==> src/rtl/alu_serial_ctrl_pkg.sv <==
// Shared definitions for the bit-serial ALU controller: opcodes, FSM states
// and the opcode legality check.
package alu_ctrl_pkg;

    localparam logic [2:0] OP_AND = 3'b000;
    localparam logic [2:0] OP_OR  = 3'b001;
    localparam logic [2:0] OP_ADD = 3'b010;
    localparam logic [2:0] OP_SUB = 3'b110;
    localparam logic [2:0] OP_SLT = 3'b111;

    typedef enum logic [1:0] {
        IDLE,
        RUN,
        DONE
    } state_e;

    function automatic logic op_legal(input logic [2:0] op);
        return (op == OP_AND) || (op == OP_OR) || (op == OP_ADD) ||
               (op == OP_SUB) || (op == OP_SLT);
    endfunction

endpackage

==> src/rtl/alu_serial_ctrl_if.sv <==
// Request/response bundle between the control unit and the serial ALU
// controller. The master issues operations; the slave (controller) answers.
interface alu_serial_ctrl_if #(
    parameter int unsigned WIDTH = 8
);
    logic             start;
    logic [2:0]       op;
    logic [WIDTH-1:0] a;
    logic [WIDTH-1:0] b;
    logic             cin;
    logic             busy;
    logic             done;
    logic [WIDTH-1:0] result;
    logic             cout;
    logic             err;

    modport master (
        output start, op, a, b, cin,
        input  busy, done, result, cout, err
    );

    modport slave (
        input  start, op, a, b, cin,
        output busy, done, result, cout, err
    );
endinterface

==> src/rtl/alu_serial_ctrl_slice.sv <==
// One-bit ALU slice: AND, OR, or full add of a with (b ^ add_sub).
module alu_slice (
    input  logic       a,
    input  logic       b,
    input  logic       cin,
    input  logic       add_sub,
    input  logic [1:0] op,
    output logic       r,
    output logic       co
);
    logic b_eff;
    logic sum;

    // Select the slice function; the adder output serves ADD, SUB and SLT.
    always_comb begin
        b_eff = b ^ add_sub;
        sum   = a ^ b_eff ^ cin;
        co    = (a & b_eff) | (cin & (a ^ b_eff));
        case (op)
            2'b00:   r = a & b;
            2'b01:   r = a | b;
            default: r = sum;
        endcase
    end
endmodule

==> src/rtl/alu_serial_ctrl.sv <==
// Bit-serial sequencer: feeds one ALU slice LSB-first, one bit per clock,
// holding the carry between bits and assembling the result in a shifter.
module alu_serial_ctrl
    import alu_ctrl_pkg::*;
#(
    parameter int unsigned WIDTH = 8
) (
    input  logic               clk,
    input  logic               rst_n,
    alu_serial_ctrl_if.slave   bus
);
    localparam int unsigned CNT_W = $clog2(WIDTH);

    state_e             state_q, state_d;
    logic [WIDTH-1:0]   a_q, a_d;
    logic [WIDTH-1:0]   b_q, b_d;
    logic [2:0]         op_q, op_d;
    logic               carry_q, carry_d;
    logic [CNT_W-1:0]   cnt_q, cnt_d;
    logic [WIDTH-1:0]   sr_q, sr_d;
    logic [WIDTH-1:0]   result_q, result_d;
    logic               cout_q, cout_d;
    logic               err_q, err_d;
    logic               done_q, done_d;
    logic               busy_q, busy_d;

    logic               slice_r;
    logic               slice_co;

    alu_slice u_slice (
        .a       (a_q[0]),
        .b       (b_q[0]),
        .cin     (carry_q),
        .add_sub (op_q[2]),
        .op      (op_q[1:0]),
        .r       (slice_r),
        .co      (slice_co)
    );

    // Next-state and next-output logic; every output is registered below.
    always_comb begin
        state_d  = state_q;
        a_d      = a_q;
        b_d      = b_q;
        op_d     = op_q;
        carry_d  = carry_q;
        cnt_d    = cnt_q;
        sr_d     = sr_q;
        result_d = result_q;
        cout_d   = cout_q;
        err_d    = err_q;
        done_d   = 1'b0;
        busy_d   = busy_q;

        case (state_q)
            IDLE: begin
                if (bus.start) begin
                    busy_d = 1'b1;
                    if (op_legal(bus.op)) begin
                        a_d     = bus.a;
                        b_d     = bus.b;
                        op_d    = bus.op;
                        cnt_d   = '0;
                        err_d   = 1'b0;
                        state_d = RUN;
                        if (bus.op == OP_ADD || bus.op == OP_SUB)
                            carry_d = bus.cin;
                        else if (bus.op == OP_SLT)
                            carry_d = 1'b1;
                        else
                            carry_d = 1'b0;
                    end else begin
                        err_d    = 1'b1;
                        result_d = '0;
                        cout_d   = 1'b0;
                        done_d   = 1'b1;
                        state_d  = DONE;
                    end
                end
            end
            RUN: begin
                a_d  = a_q >> 1;
                b_d  = b_q >> 1;
                sr_d = (sr_q >> 1) | (WIDTH'(slice_r) << (WIDTH - 1));
                // Every legal op with op[1] set uses the adder chain.
                if (op_q[1])
                    carry_d = slice_co;
                if (cnt_q == CNT_W'(WIDTH - 1)) begin
                    state_d = DONE;
                    done_d  = 1'b1;
                    if (op_q == OP_SLT) begin
                        // Unsigned a < b exactly when a + ~b + 1 does not carry out.
                        result_d    = '0;
                        result_d[0] = ~slice_co;
                    end else begin
                        result_d = sr_d;
                    end
                    cout_d = (op_q == OP_ADD || op_q == OP_SUB) ? slice_co : 1'b0;
                end else begin
                    cnt_d = cnt_q + 1'b1;
                end
            end
            DONE: begin
                state_d = IDLE;
                busy_d  = 1'b0;
            end
            default: begin
                state_d = IDLE;
                busy_d  = 1'b0;
            end
        endcase
    end

    // State and output registers with asynchronous active-low reset.
    always_ff @(posedge clk or negedge rst_n) begin
        if (!rst_n) begin
            state_q  <= IDLE;
            a_q      <= '0;
            b_q      <= '0;
            op_q     <= '0;
            carry_q  <= 1'b0;
            cnt_q    <= '0;
            sr_q     <= '0;
            result_q <= '0;
            cout_q   <= 1'b0;
            err_q    <= 1'b0;
            done_q   <= 1'b0;
            busy_q   <= 1'b0;
        end else begin
            state_q  <= state_d;
            a_q      <= a_d;
            b_q      <= b_d;
            op_q     <= op_d;
            carry_q  <= carry_d;
            cnt_q    <= cnt_d;
            sr_q     <= sr_d;
            result_q <= result_d;
            cout_q   <= cout_d;
            err_q    <= err_d;
            done_q   <= done_d;
            busy_q   <= busy_d;
        end
    end

    assign bus.busy   = busy_q;
    assign bus.done   = done_q;
    assign bus.result = result_q;
    assign bus.cout   = cout_q;
    assign bus.err    = err_q;
endmodule

==> src/flat_wrapper.sv <==
// flat-port wrapper written by rule: the top's interface ports become plain ports
module alu_serial_ctrl_flat import alu_ctrl_pkg::*;
#(
    parameter int unsigned WIDTH = 8
)
  (clk, rst_n, bus_start, bus_op, bus_a, bus_b, bus_cin, bus_busy, bus_done, bus_result, bus_cout, bus_err);
  alu_serial_ctrl_if #(.WIDTH(WIDTH)) bus_i ();
  input  logic clk;
  input  logic rst_n;
  input wire logic [$bits(bus_i.start)-1:0] bus_start;
  input wire logic [$bits(bus_i.op)-1:0] bus_op;
  input wire logic [$bits(bus_i.a)-1:0] bus_a;
  input wire logic [$bits(bus_i.b)-1:0] bus_b;
  input wire logic [$bits(bus_i.cin)-1:0] bus_cin;
  output wire logic [$bits(bus_i.busy)-1:0] bus_busy;
  output wire logic [$bits(bus_i.done)-1:0] bus_done;
  output wire logic [$bits(bus_i.result)-1:0] bus_result;
  output wire logic [$bits(bus_i.cout)-1:0] bus_cout;
  output wire logic [$bits(bus_i.err)-1:0] bus_err;
  assign bus_i.start = bus_start;
  assign bus_i.op = bus_op;
  assign bus_i.a = bus_a;
  assign bus_i.b = bus_b;
  assign bus_i.cin = bus_cin;
  assign bus_busy = bus_i.busy;
  assign bus_done = bus_i.done;
  assign bus_result = bus_i.result;
  assign bus_cout = bus_i.cout;
  assign bus_err = bus_i.err;
  alu_serial_ctrl #(.WIDTH(WIDTH)) u_core (.clk(clk), .rst_n(rst_n), .bus(bus_i));
endmodule
==> config.mk <==
export PLATFORM = sky130hd
export DESIGN_NAME = alu_serial_ctrl_flat
export DESIGN_NICKNAME = d
export VERILOG_FILES = /design/src/rtl/alu_serial_ctrl_pkg.sv /design/src/rtl/alu_serial_ctrl_if.sv /design/src/rtl/alu_serial_ctrl_slice.sv /design/src/rtl/alu_serial_ctrl.sv /design/src/flat_wrapper.sv
export SDC_FILE = /design/constraint.sdc
export NUM_CORES = 1
export LEC_CHECK = 0
export CAP_MARGIN = 10
export CORE_MARGIN = 4
export CORE_UTILIZATION = 49
export CTS_BUF_LIST = sky130_fd_sc_hd__clkbuf_2 sky130_fd_sc_hd__clkbuf_4 sky130_fd_sc_hd__clkbuf_8
export DETAILED_ROUTE_END_ITERATION = 10
export GPL_TIMING_DRIVEN = 0
export PLACE_DENSITY = 0.77
export SETUP_SLACK_MARGIN = 0.3
export SLEW_MARGIN = 20
export SYNTH_ARGS = -nofsm -noshare
export SYNTH_HDL_FRONTEND = slang
export SYNTH_SLANG_ARGS = --single-unit
export TNS_END_PERCENT = 30
==> constraint.sdc <==
create_clock -name clk -period 1.6 [get_ports clk]
set_clock_uncertainty 0.1 [all_clocks]
set_input_delay 0.32 -clock clk [delete_from_list [all_inputs] [get_ports clk]]
set_output_delay 0.32 -clock clk [all_outputs]
set_load 0.05 [all_outputs]
==> results of run 1 <==
power by group through the flow:
| stage | Combinational [W] | Sequential (W) | Clock, W |
|---|---|---|---|
| finish | 0.00309 | 0.00205 | 0.000877 |
| global route | 0.00331 | 0.00210 | 0.000941 |
| CTS | 0.00303 | 0.00204 | 0.000894 |
| detailed placement | 0.00267 | 0.00203 | 0 |
| global placement | 0.00258 | 0.00198 | 0 |
| floorplan | 0.00158 | 0.00238 | 0 |
per-layer routing:
layer	vias to the layer above	routed length (um)	track usage, %
li1	695	-	-
met1	760	2100	25.6
met2	47	2340	31.4
met3	7	280	5.34
met4	0	69	5.43
met5	-	0	0
sequential cells by signal, indices dropped and copies added (netlist names):
name / count
u_core.bus.done: 1
u_core.cnt_q: 3
u_core.bus.cout: 1
u_core.a_q: 8
u_core.b_q: 8
u_core.bus.busy: 1
u_core.carry_q: 1
u_core.bus.result: 8
u_core.bus.err: 1
u_core.sr_q: 7
u_core.state_q: 2
u_core.op_q: 3
cell type report:
type / count / area, um^2
plain buffers: 8 / 86.3
flip-flops and latches: 44 / 1100
fillers: 273 / 1220
clock inverters: 3 / 47.5
inverters: 7 / 26.3
clock buffers: 5 / 68.8
repair buffers: 44 / 454
well taps: 50 / 62.6
multi-input cells: 104 / 1010
per-stage QoR:
| step | cells | cell area (um^2) |
|---|---|---|
| 2_1_floorplan | 163 | 2130 |
| 3_3_place_gp | 246 | 2520 |
| 3_5_place_dp | 247 | 2540 |
| 4_1_cts | 265 | 2840 |
| 5_1_grt | 265 | 2860 |
| 6_report | 265 | 2860 |
cell families (layout without fill, tap and decap cells):
group                      count (synthesis)  after routing  synth area share [%]
DFF                                       44             44                  52.0
muxes                                     39             39                  22.3
AOI/OAI and AO/OA                         34             34                  12.2
and+or+nand+nor                           27             27                  7.33
buffers and inverters                     15             67                  3.55
adders and majority gates                  3              3                  2.13
xor gates and xnor gates                   1              1                 0.414
Yosys cell counts (2+ instances only):
| library cell | n | area (um^2) |
|---|---|---|
| nor2_1 | 4 | 15.0 |
| a32o_1 | 7 | 70.1 |
| o22ai_1 | 3 | 18.8 |
| dfrtp_1 | 44 | 1100 |
| buf_6 | 2 | 22.5 |
| o21ai_0 | 6 | 30.0 |
| o2bb2ai_1 | 2 | 17.5 |
| nor2b_1 | 4 | 25.0 |
| clkbuf_1 | 2 | 7.51 |
| mux2_2 | 29 | 327 |
| inv_1 | 7 | 26.3 |
| buf_2 | 3 | 15.0 |
| nand3_1 | 3 | 15.0 |
| nand3b_1 | 2 | 15.0 |
| nand2_1 | 6 | 22.5 |
| a21oi_1 | 7 | 35.0 |
| mux2_4 | 9 | 135 |
| ha_1 | 2 | 25.0 |
| nor3_1 | 2 | 10.0 |
| nand2b_1 | 2 | 12.5 |
path summary, 6_finish.rpt:
| path | start | endpoint | slack, ns | depth (start not counted) |
|---|---|---|---|---|
| max | u_core.state_q[1] | u_core.a_q[1] | -0.09 | 3 |
| min | bus_op[1] | u_core.op_q[1] | 0.23 | 3 |
| max reg2reg | u_core.state_q[1] | u_core.a_q[1] | -0.09 | 3 |
| min reg2reg | u_core.a_q[1] | u_core.a_q[1] | 0.41 | 1 |
| max in group asynchronous | rst_n | u_core.state_q[1] | 0.48 | 3 |
| min in group asynchronous | rst_n | u_core.carry_q | 0.41 | 2 |
worst max-delay path: cells and delay by family, from the launching register on:
kind            cells  cell delay [ns]
buf+inv             1             0.24
mux                 1             0.34
compound gates      1             0.44
flops               1             0.46
repair_timing:
item	4_1_cts	5_1_grt
endpoints found under the setup margin	55	52
endpoints found under the hold margin	18	0
setup buffers	9	0
pin swaps	15	8
hold buffers	1	0
resized for setup	117	8
==> summary.txt, run 1 <==
Status
  • Status: finished, violations left
  • Violated checks: negative setup slack

Drt
  • Drt total wl: 4.79 mm
  • Number of detailed-routing iterations run before antenna repair: 4
  • Routed vias/inst: 5.69
  • DRT iter0 DRCs: 109
  • Final routed DRC violation total: 0
  • Routed length per instance: 18.1 um
  • Number of nets with antenna violations after detailed routing: 0
  • Count of vias placed by the detailed router: 1,509

Finish
  • Most frequent standard cell in the layout excluding fill and tap cells: dfrtp_1
  • # diodes: 0
  • Utilization of the core after routing: 70.1%
  • Layout overhead on the synthesized area: 35.3%
  • Nets: 240
  • Commonest non-fill, non-tap cells in the layout: 43 x dfrtp_1, 23 x mux2_2, 17 x clkdlybuf4s50_1
  • Proportion of layout cells with a drive suffix above 1: 42.8%

Place
  • Number of buffers inserted by port buffering: 33
  • Estimated wirelength of the detail-placed design: 3.19 mm
  • Post-Place Setup Slack: -0.888 ns
  • Routability cong.: 0.866

STA
  • RSZ-0062 raised after global routing: yes
  • Final Hold Violating Endpoints: 0
  • Final period util: 106%
  • Relative max-transition margin: 67.0%
  • Final total negative setup slack: -0.996 ns
  • Achievable clock frequency: 590 MHz
  • Minimum hold slack: 0.232 ns
  • Final critical-path required period: 1.69 ns
  • Final count of negative-setup-slack endpoints: 21
  • Count of final max-slew check failures: 0
  • Worst Setup Slack, final: -0.0938 ns
  • Slew of the pin with the lowest slew margin: 0.495 ns

Power and ir drop
  • Switch share: 37.6%
  • Flop pwr share: 34.1%
  • Overall power consumption: 0.00602 W
  • Internal power consumption: 0.00376 W
  • VDD IR max: 0.00120 V
  • Fraction of power consumed by combinational cells: 51.3%
  • Switching power: 0.00226 W
  • Clock share of power: 14.6%
  • Total leakage power: 1.30 nW
  • Pwr dens: 2100 nW/um^2

Synth
  • Flip-flop cell with the highest count after synthesis: dfrtp_1
  • Instance count of the mapped netlist: 163
  • Syn_nets: 189
  • Cell area after technology mapping: 2120 um^2
  • Yosys warning total: 0
  • Syn avg cell area: 13.0 um^2
  • Library cells used by synthesis: 37
  • Async SR Flop Fraction: 100%
  • Proportion of synthesized chip area in sequential cells: 52.0%
  • Post-synth EDFFs: 0
  • Register bit count reported by yosys: 44

Worst hold path
  • Kind of path behind the tightest hold check: primary input to register

Setup path
  • Slowest library cell on the worst path: dfrtp_2
  • Delay of the slowest critical-path stage: 0.46 ns
  • WP data arrival: 1.78 ns
  • Maximum net fanout on the critical path: 6
  • Worst Setup End Kind: register
  • Required time of the critical path: 1.69 ns
  • Startpoint type of the worst setup path: register
  • Critical path class: register to register
  • Cell chain of the critical path: o41ai_4 -> buf_4 -> mux2_2

Floorplan
  • Number of placed I/O pins: 35
  • Die Span Y: 73.7 um
  • Die span in x: 73.7 um
  • DIE AREA: 5430 um^2
  • Area inside the core boundary: 4090 um^2
  • Site Rows: 23
  • Effective utilization at floorplan: 51.8%

Global routing
  • Number of antenna violations at the first check in global routing: 0
  • Grt ovf: 0
  • Number of global-route vias before repair: 1,625
  • Wire length of the first global-routing pass: 7.99 mm
  • Total GRT Usage: 19.4%
  • Largest net degree at the start of global routing: 27

Job
  • Max_cap viols: 0

Clock network
  • Library cell used as clock root buffer: clkbuf_8
  • Clock-pin slew on the worst setup and hold paths: 0.09 ns
  • H-tree Lvls: 2
  • Max Buffers Root-to-Sink: 2
  • Total clock sinks: 44
  • Later-pin clock latency in the skew report: 0.30 ns
  • TritonCTS Buffers: 5
  • TritonCTS clock tree: built
No activity file was read; power rests on OpenSTA's default activity.
==> run 2, diff against run 1 <==
--- a/config.mk
+++ b/config.mk
@@ -5,16 +5,14 @@
 export SDC_FILE = /design/constraint.sdc
 export NUM_CORES = 1
 export LEC_CHECK = 0
-export CAP_MARGIN = 10
+export CAP_MARGIN = 20
 export CORE_MARGIN = 4
 export CORE_UTILIZATION = 49
 export CTS_BUF_LIST = sky130_fd_sc_hd__clkbuf_2 sky130_fd_sc_hd__clkbuf_4 sky130_fd_sc_hd__clkbuf_8
 export DETAILED_ROUTE_END_ITERATION = 10
-export GPL_TIMING_DRIVEN = 0
 export PLACE_DENSITY = 0.77
 export SETUP_SLACK_MARGIN = 0.3
 export SLEW_MARGIN = 20
 export SYNTH_ARGS = -nofsm -noshare
 export SYNTH_HDL_FRONTEND = slang
 export SYNTH_SLANG_ARGS = --single-unit
-export TNS_END_PERCENT = 30
==> summary.txt, run 2 (synthesis results as in run 1) <==
Status
  • Status: finished, violations left (unchanged)
  • Violated checks: negative setup slack (unchanged)

Finish
  • Most frequent standard cell in the layout excluding fill and tap cells: dfrtp_1 (unchanged)
  • # diodes: 0 (unchanged)
  • Number of filler instances in the final layout: 193 (was 273)
  • Proportion of layout cells with a drive suffix above 1: 58.8% (was 42.8%)
  • Nets: 268 (was 240)
  • Commonest non-fill, non-tap cells in the layout: 42 x dfrtp_1, 25 x buf_4, 22 x mux2_4 (was 43 x dfrtp_1, 23 x mux2_2, 17 x clkdlybuf4s50_1)
  • Layout overhead on the synthesized area: 60.3% (was 35.3%)

Power and ir drop
  • Switching power: 0.00273 W (was 0.00226 W)
  • Internal power consumption: 0.00454 W (was 0.00376 W)
  • Clock share of power: 10.3% (was 14.6%)
  • Pwr dens: 2140 nW/um^2 (was 2100 nW/um^2)
  • Total leakage power: 1.57 nW (was 1.30 nW)
  • Flop pwr share: 29.8% (was 34.1%)
  • VDD IR max: 0.00129 V (was 0.00120 V)
  • Fraction of power consumed by combinational cells: 60.0% (was 51.3%)
  • Switch share: 37.5% (was 37.6%)

Setup path
  • Delay of the slowest critical-path stage: 0.47 ns (was 0.46 ns)
  • Maximum net fanout on the critical path: 5 (was 6)
  • WP data arrival: 1.77 ns (was 1.78 ns)
  • Startpoint type of the worst setup path: register (unchanged)
  • Cell chain of the critical path: o41ai_4 -> buf_4 -> buf_12 -> buf_12 -> mux2_4 (was o41ai_4 -> buf_4 -> mux2_2)
  • Worst Setup End Kind: register (unchanged)
  • Required time of the critical path: 1.68 ns (was 1.69 ns)
  • Most frequent CP cell: buf_12
  • Critical path class: register to register (unchanged)
  • Reg-to-reg setup timing slack: -0.09 ns (about the same)
  • Slowest library cell on the worst path: dfrtp_2 (unchanged)
  • Count of cells along the worst register-to-register path: 5 (was 3)

Drt
  • Routed vias/inst: 5.86 (was 5.69)
  • DRT iter0 DRCs: 114 (was 109)
  • Number of nets with antenna violations after detailed routing: 0 (unchanged)
  • Number of detailed-routing iterations run before antenna repair: 4 (unchanged)
  • Drt total wl: 6.38 mm (was 4.79 mm)
  • Routed length per instance: 21.8 um (was 18.1 um)
  • Count of vias placed by the detailed router: 1,717 (was 1,509)
  • Final routed DRC violation total: 0 (unchanged)

STA
  • Final count of negative-setup-slack endpoints: 26 (was 21)
  • Achievable clock frequency: 591 MHz (was 590 MHz)
  • Final period util: 106% (about the same)
  • Final Hold Violating Endpoints: 0 (unchanged)
  • Count of final max-slew check failures: 0 (unchanged)
  • Minimum hold slack: 0.418 ns (was 0.232 ns)
  • Worst Setup Slack, final: -0.0914 ns (was -0.0938 ns)
  • Slew of the pin with the lowest slew margin: 0.370 ns (was 0.495 ns)
  • RSZ-0062 raised after global routing: yes (unchanged)
  • Final critical-path required period: 1.69 ns (about the same)
  • Relative max-transition margin: 75.1% (was 67.0%)

Place
  • Number of buffers inserted by port buffering: 34 (was 33)
  • Estimated wirelength of the detail-placed design: 3.54 mm (was 3.19 mm)
  • Routability cong.: 0.971 (was 0.866)
  • Post-Place Setup Slack: -0.533 ns (was -0.888 ns)

Global routing
  • Largest net degree at the start of global routing: 45 (was 27)
  • Number of global-route vias before repair: 1,786 (was 1,625)
  • Number of antenna violations at the first check in global routing: 0 (unchanged)
  • Wire length of the first global-routing pass: 9.32 mm (was 7.99 mm)
  • Total GRT Usage: 23.1% (was 19.4%)
  • Grt ovf: 0 (unchanged)

Clock network
  • Later-pin clock latency in the skew report: 0.30 ns (about the same)
  • H-tree Lvls: 2 (unchanged)
  • Total clock sinks: 44 (unchanged)
  • TritonCTS clock tree: built (unchanged)
  • Clock-pin slew on the worst setup and hold paths: 0.09 ns (about the same)
  • TritonCTS Buffers: 5 (unchanged)
  • Library cell used as clock root buffer: clkbuf_8 (unchanged)
  • Max Buffers Root-to-Sink: 2 (unchanged)

Floorplan
  • Area inside the core boundary: 4090 um^2 (unchanged)
  • DIE AREA: 5430 um^2 (unchanged)
  • Die Span Y: 73.7 um (unchanged)
  • Number of placed I/O pins: 35 (unchanged)
  • Effective utilization at floorplan: 51.8% (unchanged)
  • Die span in x: 73.7 um (unchanged)
  • Site Rows: 23 (unchanged)

Job
  • Max_cap viols: 0 (unchanged)

Worst hold path
  • Kind of path behind the tightest hold check: register to register (was primary input to register)
  • Number of cells traversed by the worst hold path: 1 (was 3)
run 2: metal layers:
layer	track usage, %	wire length, um	vias to the layer above
met4	9.05	119	0
met3	5.75	324	12
li1	-	-	758
met1	29.2	2590	887
met2	37.7	3350	60
met5	0	0	-
run 2: final timing paths:
path	startpoint	end
min in group asynchronous	rst_n	u_core.b_q[5]
min reg2reg	u_core.a_q[4]	u_core.a_q[4]
max	u_core.state_q[1]	u_core.b_q[7]
min	u_core.a_q[4]	u_core.a_q[4]
max in group asynchronous	rst_n	u_core.state_q[1]
max reg2reg	u_core.state_q[1]	u_core.b_q[7]
run 2: per-stage QoR:
stage | setup TNS, ns | power (W) | area, um^2 | util (%) | instances
detailed placement | -15.04 | 0.00529 | 2810 | 68.6 | 259
finish | -0.945 | 0.00727 | 3390 | 83.0 | 293
CTS | -1.18 | 0.00660 | 3180 | 77.7 | 284
floorplan | -2.11 | 0.00405 | 2180 | - | 163
global route | -2.14 | 0.00764 | 3390 | 83.0 | 293
global placement | -13.19 | 0.00510 | 2810 | 68.6 | 259
run 2: area by class of cell:
class                           count  area (um^2)  share of cell area [%]
Multi-Input combinational cell    104         1150                    34.0
Sequential cell                    44         1100                    32.5
Timing Repair Buffer               80          952                    28.1
Clock buffer                        5         68.8                    2.03
Tap cell                           50         62.6                    1.84
Inverter                            7         26.3                   0.775
Clock inverter                      3         25.0                   0.738
run 2: critical path, delay by kind of cell (launching register included):
family	cells	cell delay, ns
AOI/OAI and AO/OA	1	0.26
muxes	1	0.30
DFF	1	0.47
buffers and inverters	3	0.44
run 2: what timing repair did:
item | 4_1_cts | 5_1_grt
hold endpoints to repair | 44 | 0
endpoints found under the setup margin | 55 | 55
pin swaps | 8 | 17
gates cloned | 4 | 1
hold buffers | 1 | 0
buffers inserted | 12 | 8
resized for setup | 38 | 39
run 2: power groups by stage:
stage	Clock (W)	Sequential (W)	Combinational [W]
after floorplan	0	0.00239	0.00166
final	0.000747	0.00216	0.00436
after CTS	0.000760	0.00210	0.00374
after detailed placement	0	0.00211	0.00317
after global routing	0.000814	0.00223	0.00460
after global placement	0	0.00207	0.00303
==> run 3, diff against run 2 <==
--- a/config.mk
+++ b/config.mk
@@ -12,6 +12,7 @@
 export DETAILED_ROUTE_END_ITERATION = 10
 export PLACE_DENSITY = 0.77
 export SETUP_SLACK_MARGIN = 0.3
+export SKIP_CTS_REPAIR_TIMING = 1
 export SLEW_MARGIN = 20
 export SYNTH_ARGS = -nofsm -noshare
 export SYNTH_HDL_FRONTEND = slang
==> summary.txt, run 3 (synthesis results as in run 1) <==
Floorplan
  • Area inside the core boundary: 4090 um^2 (unchanged)
  • DIE AREA: 5430 um^2 (unchanged)
  • Site Rows: 23 (unchanged)
  • Die Span Y: 73.7 um (unchanged)
  • Die span in x: 73.7 um (unchanged)
  • Effective utilization at floorplan: 51.8% (unchanged)
  • Number of placed I/O pins: 35 (unchanged)

Drt
  • Number of detailed-routing iterations run before antenna repair: 4 (unchanged)
  • Final routed DRC violation total: 0 (unchanged)
  • Number of nets with antenna violations after detailed routing: 0 (unchanged)
  • Count of vias placed by the detailed router: 1,643 (was 1,717)
  • Drt total wl: 5.88 mm (was 6.38 mm)
  • DRT iter0 DRCs: 94 (was 114)
  • Routed length per instance: 20.5 um (was 21.8 um)
  • Routed vias/inst: 5.74 (was 5.86)

STA
  • Final total negative setup slack: -2.22 ns (was -0.945 ns)
  • Final count of negative-setup-slack endpoints: 27 (was 26)
  • Count of final max-slew check failures: 0 (unchanged)
  • Final Hold Violating Endpoints: 0 (unchanged)
  • RSZ-0062 raised after global routing: yes (unchanged)
  • Achievable clock frequency: 580 MHz (was 591 MHz)
  • Minimum hold slack: 0.415 ns (was 0.418 ns)
  • Worst Setup Slack, final: -0.125 ns (was -0.0914 ns)
  • Final period util: 108% (was 106%)
  • Final critical-path required period: 1.73 ns (was 1.69 ns)
  • Slew of the pin with the lowest slew margin: 0.375 ns (was 0.370 ns)
  • Relative max-transition margin: 74.7% (was 75.1%)

Finish
  • Proportion of layout cells with a drive suffix above 1: 53.4% (was 58.8%)
  • Layout overhead on the synthesized area: 54.3% (was 60.3%)
  • Commonest non-fill, non-tap cells in the layout: 42 x dfrtp_1, 27 x buf_4, 22 x mux2_2 (was 42 x dfrtp_1, 25 x buf_4, 22 x mux2_4)
  • Nets: 261 (was 268)
  • Most frequent standard cell in the layout excluding fill and tap cells: dfrtp_1 (unchanged)
  • # diodes: 0 (unchanged)

Worst hold path
  • Kind of path behind the tightest hold check: primary input to asynchronous set/reset pin (was register to register)

Job
  • Max_cap viols: 0 (unchanged)

Global routing
  • Wire length of the first global-routing pass: 8.04 mm (was 9.32 mm)
  • Number of antenna violations at the first check in global routing: 0 (unchanged)
  • Number of global-route vias before repair: 1,611 (was 1,786)
  • Largest net degree at the start of global routing: 45 (unchanged)
  • Total GRT Usage: 19.5% (was 23.1%)
  • Grt ovf: 0 (unchanged)

Clock network
  • TritonCTS Buffers: 5 (unchanged)
  • Total clock sinks: 44 (unchanged)
  • TritonCTS clock tree: built (unchanged)
  • Library cell used as clock root buffer: clkbuf_8 (unchanged)
  • H-tree Lvls: 2 (unchanged)
  • Clock-pin slew on the worst setup and hold paths: 0.10 ns (was 0.09 ns)
  • Later-pin clock latency in the skew report: 0.31 ns (was 0.30 ns)
  • Max Buffers Root-to-Sink: 2 (unchanged)

Place
  • Estimated wirelength of the detail-placed design: 3.54 mm (unchanged)
  • Number of buffers inserted by port buffering: 34 (unchanged)
  • Routability cong.: 0.971 (unchanged)
  • Post-Place Setup Slack: -0.533 ns (unchanged)

Status
  • Violated checks: negative setup slack (unchanged)
  • Status: finished, violations left (unchanged)

Setup path
  • WP data arrival: 1.83 ns (was 1.77 ns)
  • Startpoint type of the worst setup path: register (unchanged)
  • Worst reg2reg path startpoint: u_core.state_q[1] (unchanged)
  • Critical register-to-register path endpoint: u_core.b_q[3] (was u_core.b_q[7])
  • Worst Setup End Kind: register (unchanged)
  • Buffers plus inverters on the worst setup path: 2 (was 3)
  • Reg-to-reg setup timing slack: -0.13 ns (was -0.09 ns)
  • CP endpoint: u_core.b_q[3] (was u_core.b_q[7])
  • Cell chain of the critical path: o41ai_4 -> buf_4 -> clkbuf_16 -> mux2_4 (was o41ai_4 -> buf_4 -> buf_12 -> buf_12 -> mux2_4)
  • Maximum net fanout on the critical path: 8 (was 5)
  • Number of cells on the critical path: 4 (was 5)
  • Count of cells along the worst register-to-register path: 4 (was 5)
  • Delay of the slowest critical-path stage: 0.48 ns (was 0.47 ns)
  • Top delay family on crit path: flip-flops (unchanged)
  • Slowest library cell on the worst path: dfrtp_2 (unchanged)
  • Setup crit start: u_core.state_q[1] (unchanged)
  • Required time of the critical path: 1.70 ns (was 1.68 ns)
  • Critical path class: register to register (unchanged)

Power and ir drop
  • Pwr dens: 2070 nW/um^2 (was 2140 nW/um^2)
  • Overall power consumption: 0.00677 W (was 0.00727 W)
  • VDD IR max: 0.00125 V (was 0.00129 V)
  • Total leakage power: 1.51 nW (was 1.57 nW)
run 3: metal layers:
metal	vias up	wire, um	part of all wire (%)	GRT usage, %
li1	740	-	-	-
met2	44	3120	53	32.3
met4	0	136	2.3	6.04
met3	16	202	3.4	4.51
met1	843	2420	41	25.4
met5	-	0	0	0
run 3: power by group:
group | internal (W) | total [W] | switching [W]
clock network | 0.000318 | 0.000745 | 0.000426
logic | 0.00224 | 0.00389 | 0.00165
registers | 0.00164 | 0.00213 | 0.000488
run 3: worst min path at each step:
stage                     startpoint             end  cells after the start
final                          rst_n   u_core.b_q[3]                      3
after global placement         rst_n   u_core.b_q[4]                      2
after CTS                      rst_n   u_core.b_q[3]                      2
after floorplan                rst_n   u_core.a_q[0]                      0
after detailed placement       rst_n   u_core.b_q[3]                      2
after global routing       bus_op[1]  u_core.carry_q                      4
run 3: worst min-delay path: stages:
cell           delay [ns]
dlygate4sd3_1        0.52
buf_2                0.13
buf_12               0.23
run 3: layout make-up:
cell class                      instances  area [um^2]
Multi-Input combinational cell        104         1120
Sequential cell                        44         1100
Timing Repair Buffer                   73          856
Fill cell                             219          821
Clock buffer                            5         68.8
Tap cell                               50         62.6
Inverter                                7         26.3
Clock inverter                          3         25.0
run 3: per-stage QoR:
| stage | util (%) | instances | area [um^2] |
|---|---|---|---|
| detailed placement | 68.6 | 259 | 2810 |
| floorplan | - | 163 | 2180 |
| global route | 79.9 | 286 | 3270 |
| finish | 79.9 | 286 | 3270 |
| CTS | 70.9 | 267 | 2900 |
| global placement | 68.6 | 259 | 2810 |
